$ cat src/rtl/state_seq.sv
// state_seq: four-step state sequencer with a per-state minimum dwell time.
// A sequence walks curr_state 00 -> 01 -> 10 -> 11 and returns to idle with a
// one-cycle done pulse. Each state is held at least dwell_len cycles; an advance
// needs step=1 while the dwell counter is zero. abort ends a sequence early
// without done.
// Build option: define SKIP_STATE2_EN to drop state 10 (sequence 00 -> 01 -> 11).
module state_seq #(
    parameter int unsigned DWELL_W = 4
) (
    input  logic               clk,
    input  logic               rst_n,
    input  logic               start,
    input  logic               step,
    input  logic               abort,
    input  logic [DWELL_W-1:0] dwell_len,
    output logic [0:1]         curr_state,
    output logic               busy,
    output logic               done
);

    typedef enum logic [1:0] {
        StS0 = 2'b00,
        StS1 = 2'b01,
        StS2 = 2'b10,
        StS3 = 2'b11
    } state_e;

    state_e             state;
    logic [DWELL_W-1:0] dwell_cnt;
    logic               busy_r;
    logic               done_r;

    // Successor of an active state; StS3 is handled as completion by the caller.
    function automatic state_e next_state(input state_e s);
        state_e n;
        unique case (s)
            StS0:    n = StS1;
`ifdef SKIP_STATE2_EN
            StS1:    n = StS3;
`else
            StS1:    n = StS2;
`endif
            StS2:    n = StS3;
            default: n = StS0;
        endcase
        return n;
    endfunction

    // Sequencer: state, dwell counter and registered busy/done.
    always_ff @(posedge clk) begin
        if (!rst_n) begin
            state     <= StS0;
            dwell_cnt <= '0;
            busy_r    <= 1'b0;
            done_r    <= 1'b0;
        end else begin
            done_r <= 1'b0;
            if (!busy_r) begin
                // abort also wins over start when idle
                if (start && !abort) begin
                    busy_r    <= 1'b1;
                    state     <= StS0;
                    dwell_cnt <= dwell_len;
                end
            end else if (abort) begin
                busy_r    <= 1'b0;
                state     <= StS0;
                dwell_cnt <= '0;
            end else if (step && (dwell_cnt == '0)) begin
                if (state == StS3) begin
                    busy_r    <= 1'b0;
                    state     <= StS0;
                    done_r    <= 1'b1;
                    dwell_cnt <= '0;
                end else begin
                    state     <= next_state(state);
                    dwell_cnt <= dwell_len;
                end
            end else if (dwell_cnt != '0) begin
                // step with a nonzero count is dropped, not queued
                dwell_cnt <= dwell_cnt - DWELL_W'(1);
            end
        end
    end

    assign curr_state = state;
    assign busy       = busy_r;
    assign done       = done_r;

endmodule
$ cat config.mk
export PLATFORM = sky130hd
export DESIGN_NAME = state_seq
export DESIGN_NICKNAME = d
export VERILOG_FILES = /design/src/rtl/state_seq.sv
export SDC_FILE = /design/constraint.sdc
export NUM_CORES = 1
export LEC_CHECK = 0
export ABC_AREA = 1
export ABC_CLOCK_PERIOD_IN_PS = 1650
export BUFFER_PORTS_ARGS = -buffer_cell sky130_fd_sc_hd__buf_4
export CELL_PAD_IN_SITES_DETAIL_PLACEMENT = 0
export CELL_PAD_IN_SITES_GLOBAL_PLACEMENT = 1
export CORE_MARGIN = 3
export CORE_UTILIZATION = 35
export CTS_BUF_LIST = sky130_fd_sc_hd__clkbuf_2
export DETAILED_ROUTE_END_ITERATION = 16
export GPL_ROUTABILITY_DRIVEN = 0
export MAX_ROUTING_LAYER = met4
export PLACE_DENSITY = 0.8
export RECOVER_POWER = 25
export SYNTH_ARGS = -nofsm -noshare
export SYNTH_HDL_FRONTEND = slang
export SYNTH_SLANG_ARGS = --single-unit
$ cat constraint.sdc
create_clock -name clk -period 1.65 [get_ports clk]
set_input_delay 0.165 -clock clk [delete_from_list [all_inputs] [get_ports clk]]
set_output_delay 0.165 -clock clk [all_outputs]
set_load 0.1 [all_outputs]
======== Word-level counts from Yosys, hierarchy flattened ========
Cells that the tools add are included.
word-level totals
  bits in registers ....................... 8
  output and inout bits ................... 4
  word-level logic and storage cells ...... 41
operators by class
  add/sub/neg operators ................... 1
  equality and inequality tests ........... 5
  muxes and demuxes ....................... 18
  bitwise gates (word level) .............. 3
  reduce and logical (&&, ||, !) cells .... 10
operators with widths
  cell                                                                      count
  4-bit two-way mux                                                         6
  2-bit two-way mux                                                         5
  1-bit two-way mux                                                         6
  2-bit one-hot mux with 3 select lines                                     1
  2-bit equality test (second input constant)                               2
  4-bit zero test                                                           1
  4-bit by 2-bit inequality test with 1-bit output (second input constant)  1
  2-bit AND reduction                                                       2
  4-bit nonzero test                                                        1
  4-bit OR reduction                                                        1
  4-bit by 1-bit subtractor with 4-bit output (second input constant)       1
  3-bit by 2-bit inequality test with 1-bit output (second input constant)  1
  1-bit NOT                                                                 3
  2-bit by 1-bit equality test with 1-bit output (second input constant)    1
  1-bit logical AND                                                         2
  2-bit zero test                                                           1
  2-bit nonzero test                                                        1
  1-bit zero test                                                           1

======== Logic depth before layout (Yosys ltp) ========
  depth after elaboration ................. 6
  depth in mapped cells ................... 9
  gate-level depth less buffers ........... 9

======== Worst setup path before layout ========
OpenSTA, ideal clock, no wires.
  path kind ............................... flip-flop to flip-flop
  from .................................... register busy_r (netlist: busy)
  to ...................................... register state[1] (netlist: curr_state[0])
  setup time .............................. 0.117 ns
  arrival time ............................ 1.675 ns
  data required time ...................... 1.533 ns
  slack ................................... -0.142 ns
  cell stages (with the launch flop) ...... 8
  buffers on the path ..................... 0
  period minus slack after synthesis ...... 1.792 ns
  cells stage by stage .................... dfxtp_1 nand2_2 inv_1 nand2_4 nand2_4 clkinv_2 nor2_1 nor2_1
between the ends
  word-level cells in the longest chain between the ends .. 2
  elaborated cells between the ends (all ways) .. 4
  classes of those cells .................. eq/ne (1); mux (1); reduce/logical (2)
ends and longest elaborated chain
  element                                                                                           RTL line  text
  start: declaration                                                                                30        logic busy_r;
  start signal: assignment                                                                          54        busy_r <= 1'b0;
  start signal: assignment                                                                          61        busy_r <= 1'b1;
  start signal: assignment                                                                          66        busy_r <= 1'b0;
  3-bit by 2-bit inequality test with 1-bit output (no line) or 2-bit nonzero test (tied branches)  n/a
  2-bit AND reduction (no line)                                                                     n/a
  end signal: assignment                                                                            52        state <= StS0;
  end signal: assignment                                                                            62        state <= StS0;
  end signal: assignment                                                                            67        state <= StS0;
  end: declaration                                                                                  28        state_e state;
Several ways; a longest one is shown, not always the timed one.
A chain may end at the register's enable or synchronous reset.

======== Worst setup path after layout ========
  from .................................... register dwell_cnt[0]
  to ...................................... register state[0] (netlist: curr_state[1])
between the ends
  word-level cells in the longest chain between the ends .. 4
ends and longest elaborated chain
  element                                                     RTL line  text
  start: declaration                                          29        logic [DWELL_W-1:0] dwell_cnt;
  start signal: assignment                                    63        dwell_cnt <= dwell_len;
  start signal: assignment                                    77        dwell_cnt <= dwell_len;
  start signal: assignment                                    81        dwell_cnt <= dwell_cnt - DWELL_W'(1);
  4-bit zero test                                             69        end else if (step && (dwell_cnt == '0)) begin
  1-bit logical AND                                           69
  3-bit by 2-bit inequality test with 1-bit output (no line)  n/a
  2-bit AND reduction (no line)                               n/a
  end signal: assignment                                      67
  end signal: assignment                                      72        state <= StS0;
  end signal: assignment                                      76        state <= next_state(state);
Every way passes these cells.

==> flow_summary.ini <==
[global_routing]
global_route.usage.met1 = 0.187
antenna_found_initial = 0
globalRoute.busiestLayer = met1
grt_pass1_wl_mm = 1.97
grt.overflow.total = 0
grtUsageTotal = 0.135
number_of_global_route_vias_before_repair = 454
grt.met2_usage = 0.168
met3_usage_grt = 0.0460
grt_max_degree = 8

[sta]
rsz0062_at_grt = false
setup_violations = 0
timing_hold_violations_final = 0
totalNegativeSetupSlack_ns = 0
worst_clock_skew_ns = 0.00225
final_max_slew_viol_count = 0
final_min_period_over_clock_period = 0.777
final.hold.worst_slack_ns = 0.200
max-slew-margin-rel = 0.642
post-route-min-period_ns = 1.28
max_slew.worst_pin.slew_ns = 0.539
clock.fmax_ghz = 0.780

[detailed_routing]
drt_iter0_markers = 7
avgViaCountPerCell = 4.55
routedWlPerCell_um = 9.99
number_of_detailed_route_iterations_in_the_first_pass = 4
routed_wirelength_mm = 1.24
dr_total_vias = 564
post-route-drc-count = 0
ant_nets = 0

[cts]
tritoncts_buffers = 3
post_cts.repair.setup_buffers = 0
ctsResizeCount = 0
h-tree-depth = 1
hold_buf_cts = 0
worst_setup_hold_path_clk_slew_ns = 0.09
clock-sinks = 8
clkLatencyLatePin_ns = 0.24
tritoncts = done
ctsLongestPathBuffers = 2
root_buffer = sky130_fd_sc_hd__clkbuf_2

[placement]
port-buffer-count = 12
dp.final_hpwl_mm = 1.01
placed_area_um2 = 712

[layout]
layout_overhead_on_the_synthesized_area_pct = 20.3
layout_nets = 123
area_of_all_placed_cells_without_fillers_um2 = 719
fin_util = 0.461
post_route_cells_drive_above_1_share = 0.287
diodes = 0

[yosys]
synth_area_per_cell_um2 = 6.43
postSynthCellCount = 93
synth.yosys.warnings = 0
netlist-cell-type-count = 19
postSynthNetCount = 106
synth.yosys.seq_area_share = 0.268
synthesis.area_um2 = 598
ys_ff_latch = 8

[floorplanning]
pin_count = 13
rows = 14
die_h_um = 47.3
die_width_um = 47.3
start_util = 0.384
dieArea_mm2 = 0.00224
core-area_mm2 = 0.00156

[power]
power-per-cell-area_mw_per_mm2 = 809
post-layout-total-power_mw = 0.582
power_leakage_nw = 0.388
ir_drop_v = 0.000308

[setup_path]
critPathRequiredTime_ns = 1.79
arrival_ns = 1.42
critical_path.endpoint_type = flop
crit_chain = inv_1 -> ha_1 -> nand3_2 -> nand2_4 -> nand2_4 -> o21ai_1 -> nor2_1
crit_path_max_fanout = 6
timing.critical_path.from_type = flop
timing.critical_path.slowest_stage_cell = sky130_fd_sc_hd__dfxtp_1
cell_mode_on_critical_path = sky130_fd_sc_hd__nand2_4
path_class = reg2reg
worst_path_largest_cell_delay_ns = 0.32

[min_path]
min-delay-path-class = in2reg

[flow_run]
cap_violations = 0

[status]
status = completed
per-stage QoR:
stage	setup slack (ns)	std cells
final	0.368	124
after global routing	0.273	124
after CTS	0.346	124
after detailed placement	0.355	121
after global placement	0.376	121
after floorplan	0.212	93
cells in the final DEF, fill, tap and decap left out:
cell type                  Yosys  final
sky130_fd_sc_hd__a21oi_1       3      3
sky130_fd_sc_hd__a21oi_2       1      1
sky130_fd_sc_hd__a31oi_1       1      1
sky130_fd_sc_hd__buf_4         0      9
sky130_fd_sc_hd__clkbuf_2      0      6
sky130_fd_sc_hd__clkinv_2      1      1
sky130_fd_sc_hd__dfxtp_1       8      5
sky130_fd_sc_hd__dfxtp_2       0      3
sky130_fd_sc_hd__ha_1          4      4
sky130_fd_sc_hd__inv_1        13     13
sky130_fd_sc_hd__inv_2         1      1
sky130_fd_sc_hd__nand2_1      25     25
sky130_fd_sc_hd__nand2_2       2      2
sky130_fd_sc_hd__nand2_4       4      4
sky130_fd_sc_hd__nand3_1       6      6
sky130_fd_sc_hd__nand3_2       1      1
sky130_fd_sc_hd__nor2_1       16     16
sky130_fd_sc_hd__nor2_2        2      2
sky130_fd_sc_hd__nor2_4        1      1
sky130_fd_sc_hd__nor4_1        1      1
sky130_fd_sc_hd__o21ai_1       2      2
sky130_fd_sc_hd__xor2_1        1      1
worst max-delay path, delay by kind of cell, from the launching register on:
kind / cells / cell delay (ns)
AND/OR/NAND/NOR: 4 / 0.43
flip-flops: 1 / 0.32
buffers and inverters: 1 / 0.10
adder cells (fa/ha/maj): 1 / 0.23
AO/OA/AOI/OAI: 1 / 0.12
routing by layer:
| metal | wire [um] | vias up | part of all wire |
|---|---|---|---|
| met1 | 676 | 233 | 0.55 |
| met5 | 0 | - | 0 |
| met4 | 19 | 0 | 0.015 |
| met3 | 46 | 2 | 0.037 |
| met2 | 498 | 11 | 0.40 |
| li1 | - | 318 | - |
flip-flops by register name (all words and copies together) (netlist names):
signal and flops:
busy 1, curr_state 2, done 1, dwell_cnt 4
cell usage after synthesis, drive strengths merged:
master,number,area share
dfxtp,8,0.27
ha,4,0.084
nor4,1,0.010
xor2,1,0.015
o21ai,2,0.017
nand3,7,0.067
inv,14,0.088
a31oi,1,0.010
clkinv,1,0.0084
nor2,19,0.14
a21oi,4,0.040
nand2,31,0.25
area by class of cell:
| type | instances | area [um^2] |
|---|---|---|
| clock buffers | 3 | 15.0 |
| flip-flops and latches | 8 | 164 |
| multi-input cells | 70 | 380 |
| well taps | 16 | 20.0 |
| inverters | 15 | 57.6 |
| fillers | 165 | 840 |
| repair buffers | 12 | 82.6 |
worst paths after layout:
check,to,cells past startpoint,from,slack [ns]
min,dwell_cnt[2]$_SDFFE_PN0P_,3,rst_n,0.20
max reg2reg,curr_state[1]$_SDFFE_PN0P_,7,dwell_cnt[0]$_SDFFE_PN0P_,0.37
min reg2reg,curr_state[1]$_SDFFE_PN0P_,2,curr_state[1]$_SDFFE_PN0P_,0.52
max,curr_state[1]$_SDFFE_PN0P_,7,dwell_cnt[0]$_SDFFE_PN0P_,0.37
kinds of logic after synthesis:
| family | count (synthesis) | share of synthesized area |
|---|---|---|
| compound gates | 7 | 0.0669 |
| simple gates | 58 | 0.471 |
| fa+ha+maj | 4 | 0.0837 |
| xor+xnor | 1 | 0.0146 |
| buf+inv | 15 | 0.0962 |
| flops | 8 | 0.268 |
where the power goes:
group / leakage, nW / switching, mW / internal, mW
Clock: 0.0125 / 0.0722 / 0.0496
Combinational: 0.308 / 0.153 / 0.0775
Sequential: 0.0670 / 0.0179 / 0.212
Total: 0.388 / 0.243 / 0.339
Note: power is estimated with default switching activity, not from simulation.
